==> src/rtl/frog_hop_sequencer_if.sv <==
// Keycode-in / hop-out bundle between the keyboard source (master) and the
// frog hop sequencer (slave).
interface frog_hop_sequencer_if #(
  parameter int CNT_W = 8
);
  logic [15:0]      keycode;
  logic [15:0]      hop_keycode;
  logic             hop_active;
  logic             busy;
  logic [CNT_W-1:0] hop_count;

  modport master (
    output keycode,
    input  hop_keycode,
    input  hop_active,
    input  busy,
    input  hop_count
  );

  modport slave (
    input  keycode,
    output hop_keycode,
    output hop_active,
    output busy,
    output hop_count
  );
endinterface

==> src/rtl/frog_hop_sequencer.sv <==
// Turns held keycodes into fixed-length hops with a post-hop cooldown.
// Optional one-deep press queue: define FROG_HOP_QUEUE_EN.
module frog_hop_sequencer #(
  parameter int HOP_FRAMES      = 8,
  parameter int COOLDOWN_FRAMES = 4,
  parameter int CNT_W           = 8
) (
  input  logic                 frame_clk,
  input  logic                 Reset,
  frog_hop_sequencer_if.slave  hop_bus
);

  localparam logic [1:0]  IDLE = 2'd0;
  localparam logic [1:0]  HOP  = 2'd1;
  localparam logic [1:0]  COOL = 2'd2;

  localparam logic [15:0] DIR_NONE  = 16'h0000;
  localparam logic [7:0]  HOP_LOAD  = 8'(HOP_FRAMES - 1);
  localparam logic [7:0]  COOL_LOAD = 8'(COOLDOWN_FRAMES - 1);
  localparam bit          HAS_COOL  = (COOLDOWN_FRAMES > 0);
  localparam logic [CNT_W-1:0] CNT_ONE = CNT_W'(1);

  // Index order is UP, LEFT, DOWN, RIGHT; arrows fold onto the WASD code.
  localparam logic [15:0] WASD_CODES  [4] = '{16'h001A, 16'h0004, 16'h0016, 16'h0007};
  localparam logic [15:0] ARROW_CODES [4] = '{16'h0075, 16'h006B, 16'h0072, 16'h0074};

  logic [1:0]       state_reg, state_next;
  logic [7:0]       fcnt_reg, fcnt_next;
  logic [15:0]      hop_keycode_reg, hop_keycode_next;
  logic [CNT_W-1:0] hop_count_reg, hop_count_next;
  logic [15:0]      key_prev_reg;
  logic             pend_valid_reg;
  logic [15:0]      pend_dir_reg;

  logic [3:0]       hit;
  logic [15:0]      dir;
  logic             press;
  logic             start_hop;
  logic [15:0]      start_dir;
  logic             take_pending;

  genvar gi;
  generate
    for (gi = 0; gi < 4; gi++) begin : g_decode
      assign hit[gi] = (hop_bus.keycode == WASD_CODES[gi]) ||
                       (hop_bus.keycode == ARROW_CODES[gi]);
    end
  endgenerate

  always_comb begin
    dir = DIR_NONE;
    for (int i = 0; i < 4; i++) begin
      if (hit[i]) begin
        dir = WASD_CODES[i];
      end
    end
  end

  assign press = (dir != DIR_NONE) && (dir != key_prev_reg);

  always_comb begin
    state_next       = state_reg;
    fcnt_next        = fcnt_reg;
    hop_keycode_next = hop_keycode_reg;
    hop_count_next   = hop_count_reg;
    start_hop        = 1'b0;
    start_dir        = DIR_NONE;
    take_pending     = 1'b0;

    case (state_reg)
      IDLE: begin
        // A pending slot can only be valid here if a press landed on the
        // edge that left HOP/COOL; a fresh press is newer and wins.
        take_pending = pend_valid_reg;
        if (press) begin
          start_hop = 1'b1;
          start_dir = dir;
        end else if (pend_valid_reg) begin
          start_hop = 1'b1;
          start_dir = pend_dir_reg;
        end
      end
      HOP: begin
        if (fcnt_reg != 8'd0) begin
          fcnt_next = fcnt_reg - 8'd1;
        end else begin
          hop_keycode_next = DIR_NONE;
          if (HAS_COOL) begin
            state_next = COOL;
            fcnt_next  = COOL_LOAD;
          end else if (pend_valid_reg) begin
            start_hop    = 1'b1;
            start_dir    = pend_dir_reg;
            take_pending = 1'b1;
          end else begin
            state_next = IDLE;
          end
        end
      end
      COOL: begin
        if (fcnt_reg != 8'd0) begin
          fcnt_next = fcnt_reg - 8'd1;
        end else if (pend_valid_reg) begin
          start_hop    = 1'b1;
          start_dir    = pend_dir_reg;
          take_pending = 1'b1;
        end else begin
          state_next = IDLE;
        end
      end
      default: begin
        state_next       = IDLE;
        fcnt_next        = 8'd0;
        hop_keycode_next = DIR_NONE;
      end
    endcase

    if (start_hop) begin
      state_next       = HOP;
      hop_keycode_next = start_dir;
      fcnt_next        = HOP_LOAD;
      hop_count_next   = hop_count_reg + CNT_ONE;
    end
  end

  always_ff @(posedge frame_clk or posedge Reset) begin
    if (Reset) begin
      state_reg       <= IDLE;
      fcnt_reg        <= 8'd0;
      hop_keycode_reg <= DIR_NONE;
      hop_count_reg   <= '0;
      key_prev_reg    <= DIR_NONE;
    end else begin
      state_reg       <= state_next;
      fcnt_reg        <= fcnt_next;
      hop_keycode_reg <= hop_keycode_next;
      hop_count_reg   <= hop_count_next;
      key_prev_reg    <= dir;
    end
  end

`ifdef FROG_HOP_QUEUE_EN
  logic        pend_valid_next;
  logic [15:0] pend_dir_next;

  // Capture runs after consumption, so a press on the edge a queued hop
  // starts becomes the new pending entry.
  always_comb begin
    pend_valid_next = pend_valid_reg && !take_pending;
    pend_dir_next   = pend_dir_reg;
    if (press && (state_reg != IDLE)) begin
      pend_valid_next = 1'b1;
      pend_dir_next   = dir;
    end
  end

  always_ff @(posedge frame_clk or posedge Reset) begin
    if (Reset) begin
      pend_valid_reg <= 1'b0;
      pend_dir_reg   <= DIR_NONE;
    end else begin
      pend_valid_reg <= pend_valid_next;
      pend_dir_reg   <= pend_dir_next;
    end
  end
`else
  // Presses during HOP/COOL are dropped; key_prev still tracks them.
  logic unused_pending;
  assign pend_valid_reg = 1'b0;
  assign pend_dir_reg   = DIR_NONE;
  assign unused_pending = take_pending;
`endif

  assign hop_bus.hop_keycode = hop_keycode_reg;
  assign hop_bus.hop_active  = (state_reg == HOP);
  assign hop_bus.busy        = (state_reg != IDLE);
  assign hop_bus.hop_count   = hop_count_reg;

endmodule
==> src/flat_wrapper.sv <==
// flat-port wrapper written by rule: the top's interface ports become plain ports
module frog_hop_sequencer_flat 
#(
  parameter int HOP_FRAMES      = 8,
  parameter int COOLDOWN_FRAMES = 4,
  parameter int CNT_W           = 8
)
  (frame_clk, Reset, hop_bus_keycode, hop_bus_hop_keycode, hop_bus_hop_active, hop_bus_busy, hop_bus_hop_count);
  frog_hop_sequencer_if #(.CNT_W(CNT_W)) hop_bus_i ();
  input  logic frame_clk;
  input  logic Reset;
  input wire logic [$bits(hop_bus_i.keycode)-1:0] hop_bus_keycode;
  output wire logic [$bits(hop_bus_i.hop_keycode)-1:0] hop_bus_hop_keycode;
  output wire logic [$bits(hop_bus_i.hop_active)-1:0] hop_bus_hop_active;
  output wire logic [$bits(hop_bus_i.busy)-1:0] hop_bus_busy;
  output wire logic [$bits(hop_bus_i.hop_count)-1:0] hop_bus_hop_count;
  assign hop_bus_i.keycode = hop_bus_keycode;
  assign hop_bus_hop_keycode = hop_bus_i.hop_keycode;
  assign hop_bus_hop_active = hop_bus_i.hop_active;
  assign hop_bus_busy = hop_bus_i.busy;
  assign hop_bus_hop_count = hop_bus_i.hop_count;
  frog_hop_sequencer #(.HOP_FRAMES(HOP_FRAMES), .COOLDOWN_FRAMES(COOLDOWN_FRAMES), .CNT_W(CNT_W)) u_core (.frame_clk(frame_clk), .Reset(Reset), .hop_bus(hop_bus_i));
endmodule
==> config.mk <==
export PLATFORM = sky130hd
export DESIGN_NAME = frog_hop_sequencer_flat
export DESIGN_NICKNAME = d
export VERILOG_FILES = /design/src/rtl/frog_hop_sequencer_if.sv /design/src/rtl/frog_hop_sequencer.sv /design/src/flat_wrapper.sv
export SDC_FILE = /design/constraint.sdc
export NUM_CORES = 1
export LEC_CHECK = 0
export CELL_PAD_IN_SITES_DETAIL_PLACEMENT = 1
export CELL_PAD_IN_SITES_GLOBAL_PLACEMENT = 1
export CORE_MARGIN = 1.5
export CORE_UTILIZATION = 40
export DETAILED_ROUTE_END_ITERATION = 7
export PLACE_DENSITY_LB_ADDON = 0.1
export REMOVE_ABC_BUFFERS = 1
export SLEW_MARGIN = 30
export SYNTH_ARGS = -nofsm -noshare
export SYNTH_HDL_FRONTEND = slang
export SYNTH_SLANG_ARGS = --single-unit
==> constraint.sdc <==
create_clock -name frame_clk -period 5.3 [get_ports frame_clk]
set_clock_uncertainty 0.2 [all_clocks]
set_input_delay 0.795 -clock frame_clk [delete_from_list [all_inputs] [get_ports frame_clk]]
set_output_delay 0.795 -clock frame_clk [all_outputs]
set_load 0.02 [all_outputs]
After elaboration in Yosys (flattened, before gate mapping)
Index checks and enable logic that the tools add are counted.
{"block": "classes", "add_sub_neg": 2, "eq_ne": 16, "muxes": 19, "n_reduce_logical": 13}
{"operator": "$mux W16", "n": 7}
{"operator": "$eq A16 B7 Y1 const B", "n": 4}
{"operator": "$eq A16 B3 Y1 const B", "n": 2}
{"operator": "$eq A16 B5 Y1 const B", "n": 2}
{"operator": "$pmux W16 S2", "n": 1}
{"operator": "$mux W8", "n": 3}
{"operator": "$pmux W8 S3", "n": 1}
{"operator": "$ne A16 B16 Y1", "n": 1}
{"operator": "$reduce_bool A16 Y1", "n": 1}
{"operator": "$add A8 B1 Y8 const B", "n": 1}
{"operator": "$reduce_bool A8 Y1", "n": 1}
{"operator": "$sub A8 B1 Y8 const B", "n": 1}
{"operator": "$mux W2", "n": 3}
{"operator": "$ne A3 B2 Y1 const B", "n": 2}
{"operator": "$pmux W2 S3", "n": 1}
{"operator": "$mux W5", "n": 1}
{"operator": "$logic_or A1 B1 Y1", "n": 4}
{"operator": "$ne A2 B1 Y1 const B", "n": 2}
{"operator": "$reduce_and A2 Y1", "n": 2}
{"operator": "$ne A3 B1 Y1 const B", "n": 1}
{"operator": "$reduce_and A3 Y1", "n": 1}
{"operator": "$eq A2 B1 Y1 const B", "n": 1}
{"operator": "$eq A2 B2 Y1 const B", "n": 1}
{"operator": "$logic_not A2 Y1", "n": 1}
{"operator": "other kinds (4)", "n": 5}
{"block": "totals", "reg_bits": 50, "out_inout_bits": 26}

Logic depth before layout (Yosys ltp)
Gate-level depths: netlist of the first run.
{"block": "logic_depth", "word_depth": 12, "ltp_mapped": 12}

Least setup slack after synthesis of the first run
Ideal clock, no wire load.
{"block": "synth_timing", "kind": "input port to flip-flop", "startpoint": "input hop_bus_keycode[9]", "endpoint": "register u_core.hop_count_reg[1], in the netlist u_core.hop_bus.hop_count[1]", "setup_ps": 128, "t_arrival_ps": 2519, "required_ps": 4972, "path_slack_ps": 2453, "path_stages": 8, "path_cell_list": "nor4_1 > and3_1 > a22oi_4 > mux2i_1 > o221ai_2 > nand3_2 > buf_6 > mux2_1"}
{"block": "synth_via", "elab_chain_len": 10, "word_cells_on_any_way": 21, "classes_between": "9 x eq/ne; 6 x mux; 6 x reduce/logical"}
{"element": "start, declared", "line_no": "flat_wrapper.sv:12", "text": "input wire logic [$bits(hop_bus_i.keycode)-1:0] hop_bus_keycode;"}
{"element": "$eq A16 B5 Y1 or $eq A16 B7 Y1 (tied branches)", "line_no": "frog_hop_sequencer.sv:45, frog_hop_sequencer.sv:46"}
{"element": "$logic_or A1 B1 Y1", "line_no": "frog_hop_sequencer.sv:45", "text": "assign hit[gi] = (hop_bus.keycode == WASD_CODES[gi]) ||"}
{"element": "$mux W5", "line_no": "frog_hop_sequencer.sv:53", "text": "if (hit[i]) begin"}
{"element": "$mux W16 (2 in series)", "line_no": "frog_hop_sequencer.sv:53"}
{"element": "$mux W16 *", "line_no": "frog_hop_sequencer.sv:53"}
{"element": "$ne A16 B16 Y1 or $reduce_bool A16 Y1 (tied branches)", "line_no": "frog_hop_sequencer.sv:59", "text": "assign press = (dir != DIR_NONE) && (dir != key_prev_reg);"}
{"element": "$logic_and A1 B1 Y1 *", "line_no": "frog_hop_sequencer.sv:59"}
{"element": "$mux W1 *", "line_no": "frog_hop_sequencer.sv:75", "text": "if (press) begin"}
{"element": "$mux W1 *"}
{"element": "end signal, assigned", "line_no": "frog_hop_sequencer.sv:137", "text": "hop_count_reg <= hop_count_next;"}
{"element": "end, declared", "line_no": "frog_hop_sequencer.sv:30", "text": "logic [CNT_W-1:0] hop_count_reg, hop_count_next;"}
Every way passes the cells marked *; elsewhere a longest branch is shown, timed or not.
A chain may end at the register's enable or synchronous reset.

Worst setup path after layout of the first run
{"block": "layout_timing", "startpoint": "input hop_bus_keycode[1]", "endpoint": "register u_core.hop_count_reg[7], in the netlist u_core.hop_bus.hop_count[7]"}
Same word-level chain as after synthesis.

==> results.json, run 1 <==
{
  "max_freq_mhz": 274,
  "syn-mean-instance-area_um2": 9.58,
  "setup-tns-final_ns": 0,
  "grt_max_degree": 29,
  "die_h_um": 69.7,
  "gp_congestion": 0.873,
  "postCtsSetupBuffers": 0,
  "final_common_cell": "clkdlybuf4s50_1",
  "path_clk_slew_ns": 0.10,
  "grt_pass1_vias": 1566,
  "synth-async-reset-ratio": 1.00,
  "postSynthCellCount": 186,
  "cts_made_buffers": 3,
  "fin_crit_ns": 3.65,
  "core_mm2": 0.00432,
  "fp.dieW_um": 69.7,
  "drive_above_1_share": 0.0959,
  "end_kind": "register",
  "synth_area_mm2": 0.00178,
  "overflow": 0,
  "post_cts_resized": 0,
  "synth_top_area_cell": "dfrtp_1",
  "drt-initial-drc-count": 53,
  "wirelength_mm": 4.23,
  "drc": 0,
  "cts.sinks": 28,
  "nets": 244,
  "area_growth_syn_to_layout_pct": 21.8,
  "std_cell_rows": 24,
  "hpwl_mm": 3.35,
  "status": "complete, no violations",
  "die-area_mm2": 0.00486,
  "slew_viol_final": 0,
  "antenna_found_initial": 0,
  "worstSetupPathType": "in2reg",
  "leakagePower_uw": 0.00103,
  "crit_fanout": 20,
  "synth_seq_area_share": 0.393,
  "tightest_slew_ns": 0.775,
  "holdPathStages": 1,
  "postRouteAntennaNets": 0,
  "yosysTopAreaCellShare": 0.393,
  "avgViaCountPerCell": 5.46,
  "synth-edff-count": 0,
  "power_per_cell_area_mw_per_mm2": 334,
  "first_pass_iters": 4,
  "ys_seq_elements": 28,
  "cap_violations": 0,
  "fin_crit_sh": 0.688,
  "initial_core_util": 0.412,
  "start_kind": "primary input",
  "hold_viol": 0,
  "tritoncts": "done",
  "io_pins": 44,
  "yosysUniqueCellTypes": 52,
  "portBuffers": 32,
  "irDropWorstVdd_v": 0.000226,
  "cts_hold_repair.buffers": 0,
  "rsz0062_at_grt": "false",
  "cp.arrival_ns": 3.65,
  "grt_usage": 0.184,
  "route.vias.total": 1480,
  "r2r_setup_slack_ns": 3.03,
  "clockRootBuffer": "clkbuf_8",
  "final_cell_mix": "clkdlybuf4s50_1, dfrtp_1, nand2_1, a21oi_1, conb_1",
  "setup_viol": 0,
  "yosysWarningCount": 0,
  "grt_pass1_wl_mm": 7.29,
  "timing.slew.headroom": 0.480,
  "clk_latency_ns": 0.27,
  "diodes": 0,
  "synthFlopType": "dfrtp_1",
  "rr_worst_depth": 7,
  "hold_path.class": "reg2reg",
  "h-tree-depth": 1,
  "cp.required_ns": 5.31,
  "avgRoutedWirePerCell_um": 15.6,
  "hold_ws_ns": 0.269,
  "synth_area_leaders": "dfrtp_1, buf_4, ha_1, xor2_1, a21oi_1",
  "cts_buffer_depth": 2
}
[path summary, 6_finish.rpt]
path                                              from                          end
min in group asynchronous                        Reset           u_core.fcnt_reg[5]
hold / removal             u_core.hop_bus.hop_count[7]  u_core.hop_bus.hop_count[7]
hold reg to reg            u_core.hop_bus.hop_count[7]  u_core.hop_bus.hop_count[7]
setup reg to reg                u_core.key_prev_reg[2]  u_core.hop_bus.hop_count[7]
max in group asynchronous                        Reset  u_core.hop_bus.hop_count[6]
setup / recovery                    hop_bus_keycode[1]  u_core.hop_bus.hop_count[7]
[synth_stat cells (all sizes together) (2+ instances only)]
master,count
dfrtp,28
a21oi,13
buf,13
nand2,13
inv,11
nand3,11
nor3,11
o21ai,10
nor2,8
xor2,7
ha,6
a22o,4
a22oi,4
nor2b,4
nor4,4
xnor2,4
a31oi,3
and2,3
and3,3
a32o,2
nand4,2
nor4bb,2
[worst max-delay path: stages]
cell             delay, ns
clkdlybuf4s50_1       0.60
nor4bb_1              0.43
a32o_1                0.32
a22oi_4               0.09
mux2i_1               0.14
o221ai_2              0.27
nand3_2               0.45
nor4_2                0.40
xor2_1                0.16
[metrics by stage]
| stage | instance area (µm²) | worst slack [ns] | utilization | power, µW | cells |
|---|---|---|---|---|---|
| floorplan | 1710 | 2.22 | - | 481 | 183 |
| global placement | 2100 | 1.50 | 0.486 | 551 | 267 |
| detailed placement | 2100 | 1.33 | 0.486 | 565 | 267 |
| CTS | 2170 | 1.64 | 0.502 | 735 | 271 |
| global route | 2170 | 1.42 | 0.502 | 787 | 271 |
| finish | 2170 | 1.65 | 0.502 | 726 | 271 |
[final cells by class]
cell class | count | area (µm²)
timing repair buffer | 32 | 320
sequential | 28 | 701
tap | 52 | 65.1
fill | 506 | 2150
clock inverter | 1 | 30.0
inverter | 12 | 45.0
clock buffer | 3 | 41.3
multi-input combinational | 143 | 968
[routing by layer]
layer  track usage  vias to the layer above  share of wire
met5             0                        -              0
met4        0.0577                        0          0.013
met3        0.0363                        6          0.035
met2         0.318                       25           0.49
met1         0.233                      730           0.46
li1              -                      719              -
[cells by family after synthesis]
logic type,Yosys count,share of synthesized area
simple gates,71,0.240
compound gates,42,0.172
flops,28,0.393
buf+inv,25,0.0843
xor+xnor,11,0.0541
fa+ha+maj,6,0.0421
mux,2,0.0119
other cells,1,0.00210
[report_power, final]
part           internal (µW)  leakage (µW)  switching, µW
sequential               241      0.000374           28.5
combinational            117      0.000618            173
clock                    101     0.0000357           65.7
Note: power is estimated with default switching activity, not from simulation.
==> run 2: changes to the inputs <==
- CORE_UTILIZATION: 40 -> 37
- clock period: 5.3 -> 3.6 ns (I/O delays scaled with it)
==> run 2 against run 1 <==
Power is 42% higher. Highest routed layer unchanged. Hold slack better by 0.011 ns. Combinational power is 52% higher. Die area is 7.8% higher. Sequential cell count stayed put. First-iteration DRC count is 60% lower. Sequential power is 47% higher. Critical path depth is 1 higher.
==> results.json, run 2 (synthesis results as in run 1) <==
{
  "fin_crit_sh": 0.862,
  "io_pins": 44,
  "hold_path.class": "reg2reg",
  "die_h_um": 72.4,
  "grt_pass1_wl_mm": 7.02,
  "overflow": 0,
  "worstSetupPathType": "in2reg",
  "post_cts_resized": 0,
  "postRouteAntennaNets": 0,
  "crit_chain": "clkdlybuf4s50_1, nor4bb_1, a32o_1, a22oi_4, mux2i_1, o221ai_2, nand3_2, buf_4, nor3_2, xor2_1",
  "crit_path_end": "u_core.hop_bus.hop_count[3]",
  "cts_hold_repair.buffers": 0,
  "drc": 0,
  "p_int_uw": 628,
  "h-tree-depth": 1,
  "avgViaCountPerCell": 5.45,
  "multi_input_area_um2": 968,
  "postCtsSetupBuffers": 0,
  "setup-tns-final_ns": 0,
  "timing.slew.headroom": 0.483,
  "rsz0062_at_grt": "false",
  "max_freq_mhz": 322,
  "setup_viol": 0,
  "r2r_setup_slack_ns": 1.34,
  "power_per_cell_area_mw_per_mm2": 470,
  "clockPowerShare": 0.187,
  "hpwl_mm": 3.49,
  "cts_made_buffers": 3,
  "end_kind": "register",
  "route.vias.total": 1511,
  "fin_crit_ns": 3.10,
  "cap_violations": 0,
  "rr_worst_depth": 6,
  "gp_congestion": 0.983,
  "grt_max_degree": 29,
  "crit_fanout": 8,
  "std_cell_rows": 25,
  "slew_viol_final": 0,
  "final_common_cell": "clkdlybuf4s50_1",
  "fin_ws_ns": 0.498,
  "wirelength_mm": 4.43,
  "die-area_mm2": 0.00524,
  "avgRoutedWirePerCell_um": 16.0,
  "clk_latency_ns": 0.27,
  "regArea_um2": 701,
  "cp.arrival_ns": 3.10,
  "cts.sinks": 28,
  "reg2reg_to": "u_core.fcnt_reg[4]",
  "start_kind": "primary input",
  "nets": 248,
  "first_pass_iters": 4,
  "fp.dieW_um": 72.4,
  "diodes": 0,
  "clockRootBuffer": "clkbuf_8",
  "leakagePower_uw": 0.00104,
  "final_cell_mix": "clkdlybuf4s50_1, dfrtp_1, nand2_1, a21oi_1, conb_1",
  "cp_slowest_stage_delay_ns": 0.53,
  "p_seq_frac": 0.385,
  "initial_core_util": 0.380,
  "tightest_slew_ns": 0.770,
  "r2r_start": "u_core.state_reg[1]",
  "cts_buffer_depth": 2,
  "p_sw_uw": 400,
  "irDropWorstVdd_v": 0.000283,
  "grt_usage": 0.173,
  "area_growth_syn_to_layout_pct": 22.8,
  "drive_above_1_share": 0.108,
  "hold_viol": 0,
  "status": "complete, no violations",
  "cp_slowest_cell": "clkdlybuf4s50_1",
  "cp-startpoint": "hop_bus_keycode[2]",
  "combPwrFrac": 0.428,
  "drt-initial-drc-count": 21,
  "path_clk_slew_ns": 0.09,
  "grt_pass1_vias": 1532,
  "cp.required_ns": 3.60,
  "tritoncts": "done",
  "switching_share": 0.389,
  "portBuffers": 32,
  "antenna_found_initial": 0,
  "core_mm2": 0.00469,
  "n_fill_cell": 539,
  "pre_cts_slack_ns": 0.199
}
## run 2: changes by cell type in the layout (fill, tap and decap cells not counted), sizes merged
cell	before	now
bufinv	1	0
buf	0	4
clkbuf	3	4
## run 2: metrics by stage
stage | cells | utilization | area [µm²] | power [µW] | hold slack, ns
floorplan | 183 | - | 1710 | 708 | 0.284
finish | 277 | 0.466 | 2190 | 1030 | 0.281
global route | 277 | 0.466 | 2190 | 1100 | 0.297
global placement | 273 | 0.454 | 2130 | 817 | 0.259
detailed placement | 273 | 0.454 | 2130 | 841 | 0.272
CTS | 277 | 0.466 | 2190 | 1040 | 0.289
## run 2: worst min-delay path by stage
stage	startpoint	to	slack, ns	cells after the start
after floorplan	u_core.fcnt_reg[1]	u_core.fcnt_reg[1]	0.28	1
after global placement	u_core.hop_bus.hop_count[7]	u_core.hop_bus.hop_count[7]	0.26	1
after detailed placement	u_core.hop_bus.hop_count[7]	u_core.hop_bus.hop_count[7]	0.27	1
after CTS	u_core.hop_bus.hop_count[7]	u_core.hop_bus.hop_count[7]	0.29	1
after global routing	u_core.hop_bus.hop_count[7]	u_core.hop_bus.hop_count[7]	0.30	1
final	u_core.hop_bus.hop_count[7]	u_core.hop_bus.hop_count[7]	0.28	1
## run 2: layout make-up
| cell class | instances | share of cell area |
|---|---|---|
| inverter | 12 | 0.0206 |
| sequential | 28 | 0.320 |
| clock buffer | 4 | 0.0252 |
| timing repair buffer | 36 | 0.160 |
| multi-input combinational | 143 | 0.443 |
| tap | 54 | 0.0309 |
## run 2: critical path: cells and delay by family
kind	cells	cell delay (ns)
simple gates	3	0.82
buf+inv	2	0.77
compound gates	3	0.66
xor+xnor	1	0.16
mux	1	0.14
## run 2: power by group through the flow
stage | sequential (µW) | clock [µW] | combinational, µW
2_1_floorplan | 390 | 0 | 318
3_3_place_gp | 398 | 0 | 419
3_5_place_dp | 401 | 0 | 440
4_1_cts | 396 | 200 | 442
5_1_grt | 400 | 210 | 489
6_report | 396 | 192 | 440
## run 2: routing by layer
metal,part of all wire,vias to the layer above,track usage
met5,0,-,0
met4,0.016,0,0.0587
met3,0.046,6,0.0222
met2,0.53,36,0.344
met1,0.41,747,0.186
li1,-,722,-
